## config.mk

```make
export PLATFORM = sky130hd
export DESIGN_NAME = bcd_display_scanner
export DESIGN_NICKNAME = d
export VERILOG_FILES = /design/src/rtl/bcd_display_scanner.sv
export SDC_FILE = /design/constraint.sdc
export NUM_CORES = 1
export LEC_CHECK = 0
export ABC_AREA = 0
export BUFFER_PORTS_ARGS = -buffer_cell sky130_fd_sc_hd__buf_2
export CORE_AREA = 5 5 96 98
export CTS_BUF_LIST = sky130_fd_sc_hd__clkbuf_4
export DETAILED_ROUTE_END_ITERATION = 8
export DIE_AREA = 0 0 101 103
export HOLD_SLACK_MARGIN = 0.08
export PLACE_DENSITY = 0.57
export SLEW_MARGIN = 25
export SYNTH_ARGS = -nofsm -noshare
export SYNTH_HDL_FRONTEND = slang
export SYNTH_SLANG_ARGS = --single-unit
export TNS_END_PERCENT = 50
```

## constraint.sdc

```tcl
create_clock -name clk -period 2.44 [get_ports clk]
set_clock_uncertainty 0.1 [all_clocks]
set_input_delay 0.244 -clock clk [delete_from_list [all_inputs] [get_ports clk]]
set_output_delay 0.244 -clock clk [all_outputs]
set_load 0.01 [all_outputs]
```

## src/rtl/bcd_display_scanner.sv

```systemverilog
// rtl/bcd_display_scanner.sv - 2-digit multiplexed common-anode 7-segment scanner for packed BCD
// Scan is SHOW_LO, BLANK_LO, SHOW_HI, BLANK_HI; the shadow value only changes at the scan boundary.
module bcd_display_scanner #(
  parameter int REFRESH_DIV  = 50000,
  parameter int BLANK_CYCLES = 4,
  parameter int LZ_BLANK     = 1
) (
  input  logic       clk,
  input  logic       rst_n,
  input  logic [7:0] bcd_in,
  input  logic       bcd_valid,
  output logic       bcd_ready,
  output logic [6:0] seg_n,
  output logic [1:0] an_n,
  output logic       digit_err
);

  localparam int CNT_MAX = (REFRESH_DIV > BLANK_CYCLES) ? REFRESH_DIV : BLANK_CYCLES;
  localparam int CNT_W   = (CNT_MAX > 1) ? $clog2(CNT_MAX) : 1;
  localparam logic [CNT_W-1:0] SHOW_LAST  = CNT_W'(REFRESH_DIV - 1);
  localparam logic [CNT_W-1:0] BLANK_LAST = CNT_W'(BLANK_CYCLES - 1);

  typedef enum logic [1:0] {
    SHOW_LO  = 2'd0,
    BLANK_LO = 2'd1,
    SHOW_HI  = 2'd2,
    BLANK_HI = 2'd3
  } state_t;

  state_t           state_q, state_d;
  logic [CNT_W-1:0] cnt_q, cnt_d;
  logic [7:0]       shadow_q, shadow_d;
  logic [7:0]       pend_q, pend_d;
  logic             pend_full_q, pend_full_d;
  logic             err_q, err_d;
  logic             slot_last;
  logic             xfer;
  logic             load_edge;

  function automatic logic [6:0] enc(input logic [3:0] d);
    case (d)
      4'd0:    enc = 7'h40;
      4'd1:    enc = 7'h79;
      4'd2:    enc = 7'h24;
      4'd3:    enc = 7'h30;
      4'd4:    enc = 7'h19;
      4'd5:    enc = 7'h12;
      4'd6:    enc = 7'h02;
      4'd7:    enc = 7'h78;
      4'd8:    enc = 7'h00;
      4'd9:    enc = 7'h10;
      default: enc = 7'h3F;
    endcase
  endfunction

  always_ff @(posedge clk) begin
    if (!rst_n) begin
      state_q     <= BLANK_HI;
      cnt_q       <= '0;
      shadow_q    <= 8'h00;
      pend_q      <= 8'h00;
      pend_full_q <= 1'b0;
      err_q       <= 1'b0;
    end else begin
      state_q     <= state_d;
      cnt_q       <= cnt_d;
      shadow_q    <= shadow_d;
      pend_q      <= pend_d;
      pend_full_q <= pend_full_d;
      err_q       <= err_d;
    end
  end

  assign bcd_ready = !pend_full_q;
  assign xfer      = bcd_valid && bcd_ready;
  assign slot_last = (state_q == SHOW_LO || state_q == SHOW_HI) ? (cnt_q == SHOW_LAST)
                                                               : (cnt_q == BLANK_LAST);
  assign load_edge = (state_q == BLANK_HI) && slot_last;

  always_comb begin
    state_d = state_q;
    cnt_d   = cnt_q + 1'b1;
    if (slot_last) begin
      cnt_d = '0;
      case (state_q)
        SHOW_LO:  state_d = BLANK_LO;
        BLANK_LO: state_d = SHOW_HI;
        SHOW_HI:  state_d = BLANK_HI;
        default:  state_d = SHOW_LO;
      endcase
    end
  end

  // A transfer on the boundary with nothing pending bypasses the pending register.
  always_comb begin
    shadow_d    = shadow_q;
    pend_d      = pend_q;
    pend_full_d = pend_full_q;
    err_d       = err_q;
    if (load_edge && pend_full_q) begin
      shadow_d    = pend_q;
      pend_full_d = 1'b0;
      err_d       = (pend_q[7:4] > 4'd9) || (pend_q[3:0] > 4'd9);
    end else if (load_edge && xfer) begin
      shadow_d = bcd_in;
      err_d    = (bcd_in[7:4] > 4'd9) || (bcd_in[3:0] > 4'd9);
    end else if (xfer) begin
      pend_d      = bcd_in;
      pend_full_d = 1'b1;
    end
  end

  always_comb begin
    an_n  = 2'b11;
    seg_n = 7'h7F;
    case (state_q)
      SHOW_LO: begin
        an_n  = 2'b10;
        seg_n = enc(shadow_q[3:0]);
      end
      SHOW_HI: begin
        if (!((LZ_BLANK != 0) && (shadow_q[7:4] == 4'd0))) begin
          an_n  = 2'b01;
          seg_n = enc(shadow_q[7:4]);
        end
      end
      default: begin
        an_n  = 2'b11;
        seg_n = 7'h7F;
      end
    endcase
  end

  assign digit_err = err_q;

endmodule

```

==> flow_summary.toml, run 1 <==
[outcome]
outcome = "finished with violations"
violations = "negative setup slack"

[die]
core_area_um2 = 8380
row_count = 34
die_h_um = 103
start_util = 0.333
io_pins = 22
die-area_um2 = 10400
fp.dieW_um = 101

[final_layout]
diodes = 0
design_area_um2 = 3630
final_layout_size_suffix_gt1_frac = 0.350
syn_to_final_growth_pct = 30.2
fin_nets = 402

[cts]
clkLatencyLatePin_ps = 370
cts.reportedPaths.clkPinSlew_ps = 160
cts.sinks = 50
cts_made_buffers = 5
htree_levels = 2
max-clock-path-buffers = 2
root_buffer = "clkbuf_4"
cts_tree = "done"

[placement]
dpl_cell_area_um2 = 3260
dp_hpwl_mm = 4.91
place_congestion = 0.812
port_buffers = 21

[global_route]
grt_pass1_vias = 2286
grt_max_degree = 20
antenna_found_initial = 0
grt_pass1_wl_mm = 10.7
track_usage = 0.127
grt_overflow = 0

[sta]
totalNegativeSetupSlack_ps = -57.6
setup_violations = 1
rsz0062_at_grt = "yes"
max_freq_mhz = 400
finalMaxSlewViolations = 0
tightest_slew_ps = 538
holdWs_ps = 277
fin_ws_ps = -57.6
slew_headroom = 0.641
hold_viol = 0
period_needed_ps = 2500
min_period_over_period = 1.02

[logic_synthesis]
syn_area_per_cell_um2 = 8.83
yosys.area.top_type_share = 0.359
synth_mux_area_frac = 0.0359
synth_cells = 316
synth_xor_area_frac = 0.0408
yosysTopAreaCell = "dfxtp_1"
synthesis.nets = 342
synth_top_family_by_area = "simple AND/OR/NAND/NOR gates"
synth_fa_ha_area_frac = 0.0672
yosys_warnings = 0
synth.area.top_cells = "dfxtp_1 (36%), nor2_1 (7.0%), ha_1 (6.7%)"
synth.yosys.seq_area_share = 0.359
synth_compound_area_frac = 0.171
synth.cell_area_um2 = 2790
synthFlopType = "dfxtp_1"
synthSimpleGateAreaFrac = 0.255
synth_edf_count = 0
async_flop_share = 0
synth_cell_types = 54
ys_seq_elements = 50

[drt]
dr.pass1.iters = 5
drtIter0Drc = 111
met2_length_mm = 3.01
vias = 2418
routed.top_layer = "met4"
ant_nets = 0
wl_met1_mm = 3.24
drc = 0
wire_per_inst_um = 13.6
met3WireLength_um = 221
avgViaCountPerCell = 4.99
wl_mm = 6.60

[worst_hold_path]
hold_class = "input port to flop"

[critical_path]
cp.required_ps = 2620
cp-end-kind = "flop"
start_kind = "flop"
arrival_ps = 2680
cp_max_fo = 3
worstSetupPathType = "flop to flop"

[pwr]
cellLeakagePower_nw = 1.42
powerDensity_nw_per_um2 = 478
ir_worst_vdd_mv = 0.182

[run]
drv_cap = 0
## worst paths after layout
check / from / endpoint / slack, ps / cells after the start
min: bcd_valid / pend_full_q$_SDFFE_PP0P_ / 280 / 3
max reg2reg: cnt_q[8]$_SDFF_PP0_ / flop / -60 / 9
min reg2reg: digit_err$_SDFFE_PN0N_ / digit_err$_SDFFE_PN0N_ / 410 / 2
max: cnt_q[8]$_SDFF_PP0_ / flop / -60 / 9
## through the flow
| stage | std cells | power (W) | setup WS [ps] | util |
|---|---|---|---|---|
| floorplan | 316 | 0.00118 | 6.11 | - |
| global placement | 466 | 0.00129 | -40.1 | 0.390 |
| detailed placement | 466 | 0.00129 | -119 | 0.390 |
| CTS | 483 | 0.00172 | 0.305 | 0.415 |
| global route | 485 | 0.00184 | -134 | 0.434 |
| finish | 485 | 0.00174 | -57.6 | 0.434 |
## repair_timing
action | in CTS | in global routing
buffers inserted | 0 | 3
hold endpoints to repair | 9 | 0
hold buffers | 9 | 0
gates resized for setup | 14 | 28
setup endpoints to repair | 7 | 8
pin swaps | 9 | 13
## critical path, stage by stage (launching register included)
cell       delay, ps
dfxtp_2          370
nor4_4           360
o2bb2a_4         220
nor4_4           260
buf_4            190
a2bb2oi_4        160
nor2_2            80
ha_4             250
nor4_2           330
a211oi_2          80
## metal layers
layer	vias to the layer above	track usage
met5	-	0
met4	0	0.0399
met3	15	0.0230
met2	44	0.205
met1	1119	0.173
li1	1240	-
## power breakdown
part	total [W]	internal (W)	switching [W]
registers	0.000898	0.000867	0.0000308
logic	0.000435	0.000196	0.000239
clock network	0.000405	0.000116	0.000289
## cells in the final DEF (no fill, tap or decap), types with 3 or more instances in the layout
| cell type | instances |
|---|---|
| dlygate4sd3_1 | 9 |
| o21ai_0 | 16 |
| a31o_2 | 3 |
| nand2_1 | 14 |
| ha_4 | 4 |
| nor4_1 | 3 |
| nand4_1 | 3 |
| inv_2 | 3 |
| dfxtp_1 | 42 |
| a211oi_1 | 3 |
| clkbuf_4 | 5 |
| nor2_2 | 3 |
| xnor2_1 | 7 |
| dfxtp_2 | 8 |
| a31oi_1 | 4 |
| nor4_2 | 6 |
| inv_1 | 13 |
| mux2i_1 | 10 |
| ha_1 | 11 |
| nor2_1 | 49 |
| buf_4 | 41 |
| nor4_4 | 3 |
| and2_1 | 4 |
| a21oi_1 | 5 |
| buf_2 | 21 |
| xor2_1 | 6 |
| nor3_1 | 6 |
| nand3_1 | 19 |
| o21ai_1 | 3 |
| o221a_4 | 3 |
## cell families (layout without fill, tap and decap cells)
| kind of cell | after synthesis | in the layout |
|---|---|---|
| flip-flops | 50 | 50 |
| multiplexers | 10 | 10 |
| AND/OR/NAND/NOR | 133 | 133 |
| XOR/XNOR | 13 | 13 |
| buffers and inverters | 35 | 96 |
| AO/OA/AOI/OAI | 60 | 60 |
| adder cells (fa/ha/maj) | 15 | 15 |
## synth_stat cells, types with 2 or more instances
library cell,count
buf_6,5
buf_2,2
dfxtp_1,50
xor2_1,6
buf_4,4
ha_1,15
a31o_2,3
and2_1,4
nand2_1,15
clkbuf_1,7
nand3_1,21
o21ai_0,17
mux2i_1,10
o311a_1,2
nor4_2,2
a31o_1,2
o21ai_1,2
o221ai_2,3
inv_1,16
a21boi_0,2
nor3_2,2
a21oi_1,5
nand4_1,3
o21a_1,2
nor3_1,8
o221a_2,3
and3_2,2
and4_1,2
a31oi_1,5
xnor2_1,7
o221a_4,2
nor2_1,52
a211oi_1,4
and3_1,3
nor4_1,9
## final cells by class
type,count,area (µm²)
flip-flops and latches,50,1010
multi-input cells,231,1840
fillers,818,4750
clock buffers,5,37.5
inverters,16,60.1
clock inverters,3,23.8
well taps,108,135
repair buffers,72,523
Power figures use the tool's default switching activity.
==> inputs of run 2 (changes only) <==
--- a/config.mk
+++ b/config.mk
@@ -12,7 +12,7 @@
 export DETAILED_ROUTE_END_ITERATION = 8
 export DIE_AREA = 0 0 101 103
 export HOLD_SLACK_MARGIN = 0.08
-export PLACE_DENSITY = 0.57
+export PLACE_DENSITY = 0.53
 export SLEW_MARGIN = 25
 export SYNTH_ARGS = -nofsm -noshare
 export SYNTH_HDL_FRONTEND = slang
==> run 2 against run 1 <==
Net effect:
- the flow now finishes without violations
- register-to-register slack better by 140 ps
- largest cell class unchanged
- critical path depth is 3 higher
- worst setup slack better by 140 ps
- highest routed layer unchanged
- sequential share of layout area is 0.27 points lower
- core utilization is 0.21 points higher
==> flow_summary.toml, run 2 (same netlist as run 1, synthesis figures left out) <==
[sta]
finalMaxSlewViolations = 0
min_period_over_period = 0.966
max_freq_mhz = 424
totalNegativeSetupSlack_ps = 0
slew_headroom = 0.646
rsz0062_at_grt = "yes"
hold_viol = 0
tightest_slew_ps = 530
setup_violations = 0
period_needed_ps = 2360

[global_route]
grtUsageMet3 = 0.0223
grt_pass1_vias = 2338
track_usage = 0.136
grt.met2_usage = 0.220
top_usage_layer = "met2"
grt_max_degree = 17
antenna_found_initial = 0
grt_use_met1 = 0.188
grt_pass1_wl_mm = 11.5
grt_overflow = 0

[critical_path]
r2r_setup_slack_ps = 80
r2r_start = "cnt_q[1]$_SDFF_PP0_"
arrival_ps = 2570
cp.required_ps = 2650
start_kind = "flop"
r2r_cells = 12
cp-end-kind = "flop"
worstSetupPathType = "flop to flop"
cp-startpoint = "cnt_q[1]$_SDFF_PP0_"
cp_max_fo = 7

[pwr]
ir_worst_vdd_mv = 0.231
pwr-share-clk = 0.230
seq_power_share = 0.518
pwr-share-comb = 0.251
internal_power_w = 0.00118
cellLeakagePower_nw = 1.42
swShare = 0.320
powerDensity_nw_per_um2 = 475
power_switching_w = 0.000555

[drt]
drc = 0
vias = 2431
ant_nets = 0
drtIter0Drc = 72
dr.pass1.iters = 4
wire_per_inst_um = 14.3
wl_mm = 6.98
avgViaCountPerCell = 4.98

[cts]
cts_made_buffers = 5
clkLatencyLatePin_ps = 370
htree_levels = 2
cts.reportedPaths.clkPinSlew_ps = 160
cts.sinks = 50
root_buffer = "clkbuf_4"
cts_tree = "done"
max-clock-path-buffers = 2

[final_layout]
final_layout_size_suffix_gt1_frac = 0.350
syn_to_final_growth_pct = 30.8
fin_nets = 405
final_cell_mix = "nor2_1 (49), dfxtp_1 (46), buf_4 (40)"
mostFrequentLayoutCell = "nor2_1"
design_area_um2 = 3650
diodes = 0
fillers = 823

[die]
fp.dieW_um = 101
io_pins = 22
row_count = 34
core_area_um2 = 8380
die_h_um = 103
die-area_um2 = 10400
start_util = 0.333

[worst_hold_path]
hp-start = "bcd_valid"
hold_end = "pend_full_q$_SDFFE_PP0P_"
hold-path-cell-count = 3
hold_class = "input port to flop"

[placement]
port_buffers = 21
dpl_cell_area_um2 = 3250
place_congestion = 0.783
dp_hpwl_mm = 5.05

[run]
drv_cap = 0

[outcome]
outcome = "finished clean"
==> run 2: worst max-delay path: stages, from the launching register on <==
cell and delay (ps):
dfxtp_2 380, ha_4 130, nor4b_4 210, and3_1 210, buf_6 140, nand4_4 140, o221ai_4 260, nor2_4 70
inv_2 110, ha_4 150, nor2_2 30, a41o_1 230, nor3_1 130
==> run 2: power groups by stage <==
| stage | combinational, W | clock (W) | sequential, W |
|---|---|---|---|
| after global placement | 0.000373 | 0 | 0.000914 |
| after detailed placement | 0.000376 | 0 | 0.000914 |
| final | 0.000436 | 0.000399 | 0.000898 |
| after global routing | 0.000478 | 0.000449 | 0.000905 |
| after floorplan | 0.000267 | 0 | 0.000909 |
| after CTS | 0.000397 | 0.000418 | 0.000897 |
==> run 2: area by class of cell <==
| class | count | area (µm²) | area share |
|---|---|---|---|
| clock buffer | 5 | 37.5 | 0.0103 |
| clock inverter | 3 | 20.0 | 0.00548 |
| inverter | 16 | 60.1 | 0.0164 |
| multi-input combinational | 231 | 1850 | 0.506 |
| sequential | 50 | 1010 | 0.276 |
| tap | 108 | 135 | 0.0370 |
| timing repair buffer | 75 | 546 | 0.149 |
==> run 2: per-stage QoR <==
stage / hold slack (ps) / instances / power (W) / util / setup WS (ps)
floorplan: 291 / 316 / 0.00118 / - / 6.11
global placement: 377 / 467 / 0.00129 / 0.387 / -23.5
detailed placement: 398 / 467 / 0.00129 / 0.387 / -76.4
CTS: 255 / 485 / 0.00171 / 0.412 / -9.97
global route: 271 / 488 / 0.00183 / 0.436 / -83.2
finish: 268 / 488 / 0.00173 / 0.436 / 83.4
==> run 2: repair_timing <==
| action | in CTS | in global routing |
|---|---|---|
| hold buffers | 9 | 0 |
| pin swaps | 6 | 11 |
| resized for setup | 10 | 36 |
| hold endpoints to repair | 9 | 0 |
| cloned | 0 | 1 |
| buffers inserted | 1 | 2 |
| endpoints found under the setup margin | 6 | 13 |
==> run 2: worst max path at each step <==
stage	end
floorplan	flop
global placement	flop
detailed placement	flop
CTS	flop
global route	flop
finish	flop
==> run 2: routing by layer <==
layer / part of all wire / wire length, µm / up-vias
met3: 0.032 / 220 / 5
met4: 0.010 / 73 / 0
met2: 0.46 / 3220 / 41
met5: 0 / 0 / -
met1: 0.50 / 3470 / 1138
li1: - / - / 1247
==> inputs of run 3 (changes only) <==
==> constraint.sdc (replaced) <==
create_clock -name clk -period 2.44 [get_ports clk]
set_clock_uncertainty 0.1 [all_clocks]
set_input_delay 0.366 -clock clk [delete_from_list [all_inputs] [get_ports clk]]
set_output_delay 0.366 -clock clk [all_outputs]
set_load 0.01 [all_outputs]
==> run 3 against run 2 <==
Net effect:
- fmax down 1.6%
- clock-buffer cell count unchanged
- first-iteration DRC count is 85% higher
- combinational power grew 8.7%
- non-clock buffer count is 3 higher
- largest power group unchanged
- flip-flop and latch count unchanged
- worst hold slack lost 130 ps
- register-to-register slack worse by 40 ps
- final cell count grew 0.82%
- worst setup slack worse by 39 ps
- highest routed layer unchanged
==> flow_summary.toml, run 3 (same netlist as run 1, synthesis figures left out) <==
[placement]
dp_hpwl_mm = 5.00
place_congestion = 0.773
placedCellCount = 467
port_buffers = 21

[outcome]
outcome = "finished clean"

[sta]
min_period_over_period = 0.982
period_needed_ps = 2400
max_freq_mhz = 417
slew_headroom = 0.644
finalMaxSlewViolations = 0
totalNegativeSetupSlack_ps = 0
tightest_slew_ps = 532
setup_violations = 0
rsz0062_at_grt = "yes"
hold_viol = 0

[final_layout]
fin_nets = 409
final_layout_size_suffix_gt1_frac = 0.396
fillers = 810
final_cells = 492
final_cell_mix = "buf_4 (51), nor2_1 (49), dfxtp_1 (42)"
diodes = 0
mostFrequentLayoutCell = "buf_4"
final_util = 0.444
syn_to_final_growth_pct = 33.4

[drt]
avgViaCountPerCell = 5.06
drtIter0Drc = 133
vias = 2490
wl_mm = 7.25
drc = 0
wire_per_inst_um = 14.7
dr.pass1.iters = 4
ant_nets = 0

[critical_path]
worstSetupPathType = "flop to flop"
r2r_setup_slack_ps = 40
cpMostUsedCell = "buf_6"
r2r_cells = 10
worst_path_max_delay_cell = "dfxtp_2"
crit_chain = "ha_4, nor4b_4, and3_1, buf_6, nand4_4, buf_8, o221a_4, buf_6, nor4_4, nor3_2"
cp_max_fo = 7
cp.required_ps = 2630
cp-startpoint = "cnt_q[1]$_SDFF_PP0_"
arrival_ps = 2580
r2r_start = "cnt_q[1]$_SDFF_PP0_"
max_stage_delay_ps = 380
cp-end-kind = "flop"
start_kind = "flop"

[global_route]
track_usage = 0.130
antenna_found_initial = 0
grt_pass1_wl_mm = 11.0
grt_pass1_vias = 2314
grt_overflow = 0
grt_max_degree = 20

[pwr]
powerDensity_nw_per_um2 = 475
cellLeakagePower_nw = 1.47
ir_worst_vdd_mv = 0.170

[cts]
cts.reportedPaths.clkPinSlew_ps = 160
hold_buffers = 0
cts_made_buffers = 5
max-clock-path-buffers = 2
cts_tree = "done"
root_buffer = "clkbuf_4"
cts.sinks = 50
clkLatencyLatePin_ps = 370
htree_levels = 2

[die]
row_count = 34
fp.dieW_um = 101
io_pins = 22
start_util = 0.333
die_h_um = 103
core_area_um2 = 8380
die-area_um2 = 10400

[run]
drv_cap = 0

[worst_hold_path]
hold_class = "input port to flop"
==> run 3: layout make-up <==
class	instances	area, µm²	share of cell area
Multi-Input combinational cell	232	1910	0.512
Sequential cell	50	1010	0.272
Timing Repair Buffer	78	553	0.149
Tap cell	108	135	0.0363
Inverter	16	60.1	0.0161
Clock buffer	5	37.5	0.0101
Clock inverter	3	20.0	0.00538
==> run 3: worst min-delay path by stage <==
stage | start | to | slack (ps) | depth (start not counted)
2_1_floorplan | cnt_q[0]$_SDFF_PP0_ | cnt_q[0]$_SDFF_PP0_ | 340 | 1
3_3_place_gp | pend_q[0]$_SDFFE_PN0P_ | pend_q[0]$_SDFFE_PN0P_ | 380 | 2
3_5_place_dp | pend_q[0]$_SDFFE_PN0P_ | pend_q[0]$_SDFFE_PN0P_ | 390 | 2
4_1_cts | bcd_in[0] | pend_q[0]$_SDFFE_PN0P_ | 130 | 3
5_1_grt | bcd_in[0] | pend_q[0]$_SDFFE_PN0P_ | 150 | 3
6_report | bcd_in[0] | pend_q[0]$_SDFFE_PN0P_ | 140 | 3
==> run 3: through the flow <==
| stage | hold slack (ps) | worst slack (ps) | area [µm²] | total power (W) |
|---|---|---|---|---|
| detailed placement | 393 | -91.7 | 3250 | 0.00129 |
| CTS | 127 | 8.53 | 3350 | 0.00170 |
| global route | 151 | -61.7 | 3720 | 0.00187 |
| global placement | 381 | -5.75 | 3250 | 0.00129 |
| floorplan | 345 | 6.11 | 2840 | 0.00118 |
| finish | 142 | 44.3 | 3720 | 0.00177 |
==> run 3: repair_timing <==
action                                  CTS  global route
endpoints found under the hold margin     0             0
gates cloned                              0             2
setup buffers                             2            13
resized for setup                         7            51
endpoints found under the setup margin    6            14
pin swaps                                 2            16
==> run 3: worst max-delay path: cells and delay by family, from the launching register on <==
kind,cells,cell delay (ps)
AO/OA/AOI/OAI,1,320
adder cells (fa/ha/maj),1,140
buffers and inverters,3,450
flip-flops,1,380
AND/OR/NAND/NOR,5,930
==> run 3: layer usage <==
layer / vias up / GRT usage / share of wire / routed length [µm]
li1: 1266 / - / - / -
met1: 1161 / 0.176 / 0.49 / 3530
met2: 51 / 0.213 / 0.46 / 3300
met3: 12 / 0.0210 / 0.042 / 304
met4: 0 / 0.0429 / 0.016 / 115
met5: - / 0 / 0 / 0
==> run 3: report_power, final <==
| part | internal (W) | total [W] | switching (W) | leakage (nW) |
|---|---|---|---|---|
| clock | 0.000113 | 0.000397 | 0.000284 | 0.0292 |
| sequential | 0.000867 | 0.000898 | 0.0000312 | 0.410 |
| combinational | 0.000214 | 0.000474 | 0.000260 | 1.03 |
